`config.mk`:
```
export PLATFORM = sky130hd
export DESIGN_NAME = mac_accumulate_flat
export DESIGN_NICKNAME = d
export VERILOG_FILES = /design/src/rtl/mac_accumulate_if.sv /design/src/rtl/mac_accumulate.sv /design/src/flat_wrapper.sv
export SDC_FILE = /design/constraint.sdc
export NUM_CORES = 1
export LEC_CHECK = 0
export ABC_AREA = 1
export BUFFER_PORTS_ARGS = -buffer_cell sky130_fd_sc_hd__buf_2
export CAP_MARGIN = 25
export CORE_UTILIZATION = 45
export DETAILED_ROUTE_END_ITERATION = 7
export GPL_TIMING_DRIVEN = 0
export PLACE_DENSITY = 0.67
export SYNTH_ARGS = -nofsm -noshare
export SYNTH_HDL_FRONTEND = slang
export SYNTH_SLANG_ARGS = --single-unit
```
`constraint.sdc`:
```
create_clock -name clk -period 4.8 [get_ports clk]
set_input_delay 0.48 -clock clk [delete_from_list [all_inputs] [get_ports clk]]
set_output_delay 0.48 -clock clk [all_outputs]
set_load 0.01 [all_outputs]
```
`src/rtl/mac_accumulate_if.sv`:
```
// Handshake bundle between the multiplier, the accumulate stage and its consumer.
// in_* side carries products; out_* side carries burst results.
interface mac_accumulate_if #(
  parameter int DATA_W = 32,
  parameter int ACC_W  = 40,
  parameter int CNT_W  = 8
);
  logic              in_valid;
  logic              in_ready;
  logic [DATA_W-1:0] in_product;
  logic              in_last;
  logic              out_valid;
  logic              out_ready;
  logic [ACC_W-1:0]  out_acc;
  logic [CNT_W-1:0]  out_count;
  logic              out_ovf;

  modport master (
    output in_valid, in_product, in_last, out_ready,
    input  in_ready, out_valid, out_acc, out_count, out_ovf
  );

  modport slave (
    input  in_valid, in_product, in_last, out_ready,
    output in_ready, out_valid, out_acc, out_count, out_ovf
  );
endinterface

```
`src/rtl/mac_accumulate.sv`:
```
// Burst accumulator behind the shift-and-add multiplier.
// Define MAC_ACCUMULATE_SATURATE_EN to clamp the sum instead of wrapping.
module mac_accumulate #(
  parameter int DATA_W = 32,
  parameter int ACC_W  = 40,
  parameter int CNT_W  = 8
) (
  input logic             clk,
  input logic             rst_n,
  input logic             clear,
  mac_accumulate_if.slave bus
);

  localparam logic [0:0] ACCUM = 1'b0;
  localparam logic [0:0] HOLD  = 1'b1;

  localparam logic [CNT_W-1:0] CNT_ONE =
    {{(CNT_W-1){1'b0}}, 1'b1};

  logic [0:0]       state_q, state_d;
  logic [ACC_W-1:0] acc_q, acc_d;
  logic [CNT_W-1:0] cnt_q, cnt_d;
  logic             ovf_q, ovf_d;
  logic [ACC_W-1:0] out_acc_q, out_acc_d;
  logic [CNT_W-1:0] out_count_q, out_count_d;
  logic             out_ovf_q, out_ovf_d;
  logic             out_valid_q, out_valid_d;

  logic             accept;
  logic [ACC_W:0]   sum;
  logic             carry;
  logic [ACC_W-1:0] acc_next;
  logic [CNT_W-1:0] cnt_next;

  assign bus.in_ready = (state_q == ACCUM) && !clear;
  assign accept       = bus.in_valid && bus.in_ready;

  assign sum = {1'b0, acc_q}
             + {{(ACC_W+1-DATA_W){1'b0}}, bus.in_product};
  assign carry = sum[ACC_W];

`ifdef MAC_ACCUMULATE_SATURATE_EN
  // Once clamped, any further nonzero term carries again.
  assign acc_next = carry ? {ACC_W{1'b1}} : sum[ACC_W-1:0];
`else
  assign acc_next = sum[ACC_W-1:0];
`endif

  assign cnt_next = (&cnt_q) ? cnt_q : cnt_q + CNT_ONE;

  always_comb begin
    state_d     = state_q;
    acc_d       = acc_q;
    cnt_d       = cnt_q;
    ovf_d       = ovf_q;
    out_acc_d   = out_acc_q;
    out_count_d = out_count_q;
    out_ovf_d   = out_ovf_q;
    out_valid_d = out_valid_q;
    if (clear) begin
      state_d     = ACCUM;
      acc_d       = '0;
      cnt_d       = '0;
      ovf_d       = 1'b0;
      out_valid_d = 1'b0;
    end else begin
      case (state_q)
        ACCUM: begin
          if (accept) begin
            if (bus.in_last) begin
              out_acc_d   = acc_next;
              out_count_d = cnt_next;
              out_ovf_d   = ovf_q | carry;
              out_valid_d = 1'b1;
              acc_d       = '0;
              cnt_d       = '0;
              ovf_d       = 1'b0;
              state_d     = HOLD;
            end else begin
              acc_d = acc_next;
              cnt_d = cnt_next;
              ovf_d = ovf_q | carry;
            end
          end
        end
        HOLD: begin
          if (out_valid_q && bus.out_ready) begin
            out_valid_d = 1'b0;
            state_d     = ACCUM;
          end
        end
        default: state_d = ACCUM;
      endcase
    end
  end

  always_ff @(posedge clk or negedge rst_n) begin
    if (!rst_n) begin
      state_q     <= ACCUM;
      acc_q       <= '0;
      cnt_q       <= '0;
      ovf_q       <= 1'b0;
      out_acc_q   <= '0;
      out_count_q <= '0;
      out_ovf_q   <= 1'b0;
      out_valid_q <= 1'b0;
    end else begin
      state_q     <= state_d;
      acc_q       <= acc_d;
      cnt_q       <= cnt_d;
      ovf_q       <= ovf_d;
      out_acc_q   <= out_acc_d;
      out_count_q <= out_count_d;
      out_ovf_q   <= out_ovf_d;
      out_valid_q <= out_valid_d;
    end
  end

  assign bus.out_valid = out_valid_q;
  assign bus.out_acc   = out_acc_q;
  assign bus.out_count = out_count_q;
  assign bus.out_ovf   = out_ovf_q;

endmodule

```
`src/flat_wrapper.sv`:
```
// flat-port wrapper written by rule: the top's interface ports become plain ports
module mac_accumulate_flat 
#(
  parameter int DATA_W = 32,
  parameter int ACC_W  = 40,
  parameter int CNT_W  = 8
)
  (clk, rst_n, clear, bus_in_valid, bus_in_product, bus_in_last, bus_out_ready, bus_in_ready, bus_out_valid, bus_out_acc, bus_out_count, bus_out_ovf);
  mac_accumulate_if #(.DATA_W(DATA_W), .ACC_W(ACC_W), .CNT_W(CNT_W)) bus_i ();
  input logic clk;
  input logic rst_n;
  input logic clear;
  input wire logic [$bits(bus_i.in_valid)-1:0] bus_in_valid;
  input wire logic [$bits(bus_i.in_product)-1:0] bus_in_product;
  input wire logic [$bits(bus_i.in_last)-1:0] bus_in_last;
  input wire logic [$bits(bus_i.out_ready)-1:0] bus_out_ready;
  output wire logic [$bits(bus_i.in_ready)-1:0] bus_in_ready;
  output wire logic [$bits(bus_i.out_valid)-1:0] bus_out_valid;
  output wire logic [$bits(bus_i.out_acc)-1:0] bus_out_acc;
  output wire logic [$bits(bus_i.out_count)-1:0] bus_out_count;
  output wire logic [$bits(bus_i.out_ovf)-1:0] bus_out_ovf;
  assign bus_i.in_valid = bus_in_valid;
  assign bus_i.in_product = bus_in_product;
  assign bus_i.in_last = bus_in_last;
  assign bus_i.out_ready = bus_out_ready;
  assign bus_in_ready = bus_i.in_ready;
  assign bus_out_valid = bus_i.out_valid;
  assign bus_out_acc = bus_i.out_acc;
  assign bus_out_count = bus_i.out_count;
  assign bus_out_ovf = bus_i.out_ovf;
  mac_accumulate #(.DATA_W(DATA_W), .ACC_W(ACC_W), .CNT_W(CNT_W)) u_core (.clk(clk), .rst_n(rst_n), .clear(clear), .bus(bus_i));
endmodule
```
==> results.yml <==
outcome:
  status: "completed"
final_layout:
  design_area_um2: 7580
  final_cell_mix: "392 x nand2_1, 123 x inv_1, 100 x dfrtp_1"
  synthToLayoutAreaGrowth_pct: 15.3
  num_antenna_cells: 0
  layout_commonest_cell: "nand2_1"
  layout-drive-gt1-share_pct: 12.8
  finalNetCount: 1141
clocking:
  cts-resized-gates: 0
  clock_latency_ns: 0.36
  postCtsSetupBuffers: 0
  cts_hold_buffers: 0
  root_buffer: "clkbuf_16"
  clkSlewWorstSetupHoldPaths_ns: 0.07
  cts.path.max_buffers: 2
  cts_tree: "done"
  cts_made_buffers: 9
  cts_sinks: 100
  ctsHtreeMaxLevel: 3
worst_hold_path:
  min_path_type: "in2async"
logic_synthesis:
  synth_edf_count: 0
  synth_warnings: 0
  synth_cells: 969
  synth_seq_cells: 100
  synth_seq_area_share_pct: 38.1
  synth_cell_types: 36
  netlist_area_um2: 6570
  synth.avg_cell_area_um2: 6.78
  async_flop_share_pct: 100
  syn_nets: 1041
  ys.flop_type: "dfrtp_1"
worst_setup_path:
  arrival_ns: 2.77
  crit_type: "reg2reg"
  required_ns: 5.05
  cp_max_fo: 3
  cp-start-kind: "flop"
  critPathCaptureType: "flop"
grt:
  antenna_found_initial: 0
  first_global_vias: 5763
  grt_first_pass_wirelength_mm: 28.9
  grt_start_max_net_pins: 62
  grt_usage_pct: 25.3
  overflow: 0
pwr:
  leakage_uw: 0.00433
  ir_worst_vdd_v: 0.000252
  cellPowerDensity_nw_per_um2: 348
timing:
  relSlewSlack_pct: 47.2
  max_freq_ghz: 0.396
  maxSlewViolCount: 0
  worst_slew_pin_slew_ns: 0.787
  finalSetupViolCount: 0
  period_needed_ns: 2.52
  setup_tns_ns: 0
  period_share_pct: 52.6
  rsz0062_at_grt: "no"
  hold_viol_final: 0
  fin_skew_ns: 0.00905
placement:
  portBuffers: 88
  placed_area_um2: 7270
  hpwl_mm: 13.9
  routabilityCongestion: 0.965
die:
  die_width_um: 123
  rows: 43
  ios: 89
  core_area_um2: 14000
  floorplan.die_area_um2: 15100
  die_h_um: 123
  start_util_pct: 46.8
drt:
  drt_wl_total_mm: 17.8
  wire_per_inst_um: 14.2
  via_per_inst: 4.97
  ant_nets: 0
  via_count: 6227
  drc: 0
  first_pass_iters: 5
  drt_iter0_markers: 386
job:
  cap_violations: 0
[path summary, 6_finish.rpt]
check / startpoint / to / slack (ns) / cells past startpoint
max: u_core.acc_q[0] / u_core.bus.out_acc[32] / 2.28 / 15
min reg2reg: u_core.bus.out_count[3] / u_core.bus.out_count[3] / 0.47 / 2
max reg2reg: u_core.acc_q[0] / u_core.bus.out_acc[32] / 2.28 / 15
max in group asynchronous: rst_n / u_core.acc_q[38] / 4.03 / 2
min: rst_n / u_core.bus.out_acc[6] / 0.09 / 1
min in group clk: bus_out_ready / u_core.state_q / 0.44 / 4
[state kept, by name, summed over array words and instances, names as in the netlist]
signal / flops
u_core.bus.out_acc: 40
u_core.ovf_q: 1
u_core.cnt_q: 8
u_core.bus.out_count: 8
u_core.state_q: 1
u_core.bus.out_valid: 1
u_core.bus.out_ovf: 1
u_core.acc_q: 40
[cell usage after synthesis, types with 5 or more instances]
cell type | instances | area share [%]
nand3b_1 | 9 | 1.0
nand2_1 | 392 | 22
xnor2_1 | 16 | 2.1
nor4_1 | 5 | 0.48
nand3_1 | 78 | 5.9
buf_2 | 7 | 0.53
xor2_1 | 5 | 0.67
dfrtp_1 | 100 | 38
inv_1 | 123 | 7.0
o21ai_1 | 26 | 2.0
a21oi_1 | 29 | 2.2
clkbuf_1 | 6 | 0.34
o21ai_0 | 22 | 1.7
nor3_1 | 9 | 0.69
nor2_1 | 71 | 4.1
ha_1 | 33 | 6.3
[cell families after synthesis]
logic type / after synthesis / share of synthesized area (%)
and+or+nand+nor: 578 / 36.2
buffers and inverters: 147 / 9.03
DFF: 100 / 38.1
AOI/OAI and AO/OA: 89 / 7.27
adders and majority gates: 34 / 6.59
xor gates and xnor gates: 21 / 2.80
[layer usage]
layer | GRT usage (%) | vias up | wire length [um]
met5 | 0 | - | 0
met1 | 37.0 | 2817 | 9040
met3 | 4.28 | 18 | 826
li1 | - | 3249 | -
met4 | 7.55 | 0 | 261
met2 | 38.2 | 143 | 7630
[through the flow]
| step | total power, uW | instances | utilization, % | worst slack (ns) | hold slack, ns |
|---|---|---|---|---|---|
| after global placement | 1850 | 1237 | 51.5 | 2.12 | 0.461 |
| final | 2630 | 1254 | 54.0 | 2.28 | 0.0887 |
| after detailed placement | 1870 | 1238 | 51.7 | 2.11 | 0.462 |
| after global routing | 2800 | 1254 | 54.0 | 2.15 | 0.134 |
| after floorplan | 1560 | 969 | - | 2.73 | 0.184 |
| after CTS | 2660 | 1254 | 54.0 | 2.31 | 0.108 |
[power by group]
part,internal (uW),switching [uW]
Combinational,287,484
Sequential,993,86.1
Clock,436,348
Total,1720,918
[area by class of cell]
class	count	area [um^2]
tap	180	225
clock inverter	5	57.6
timing repair buffer	89	470
buffer	19	110
clock buffer	11	253
multi-input combinational	722	3470
inverter	128	483
fill	1419	6470
sequential	100	2500
[critical path: stages, from the launching register on]
cell and delay (ns):
dfrtp_1 0.35, ha_1 0.24, inv_1 0.07, fa_1 0.41, inv_1 0.12, nand3_1 0.07, nand3_1 0.17, nand2_1 0.07
nand2_1 0.12, nand2_1 0.08, nand2_1 0.19, nand2_1 0.11, nand2_1 0.12, nand2_1 0.08, nand3_1 0.14, nand2_1 0.07
No activity file was read; power rests on OpenSTA's default activity.
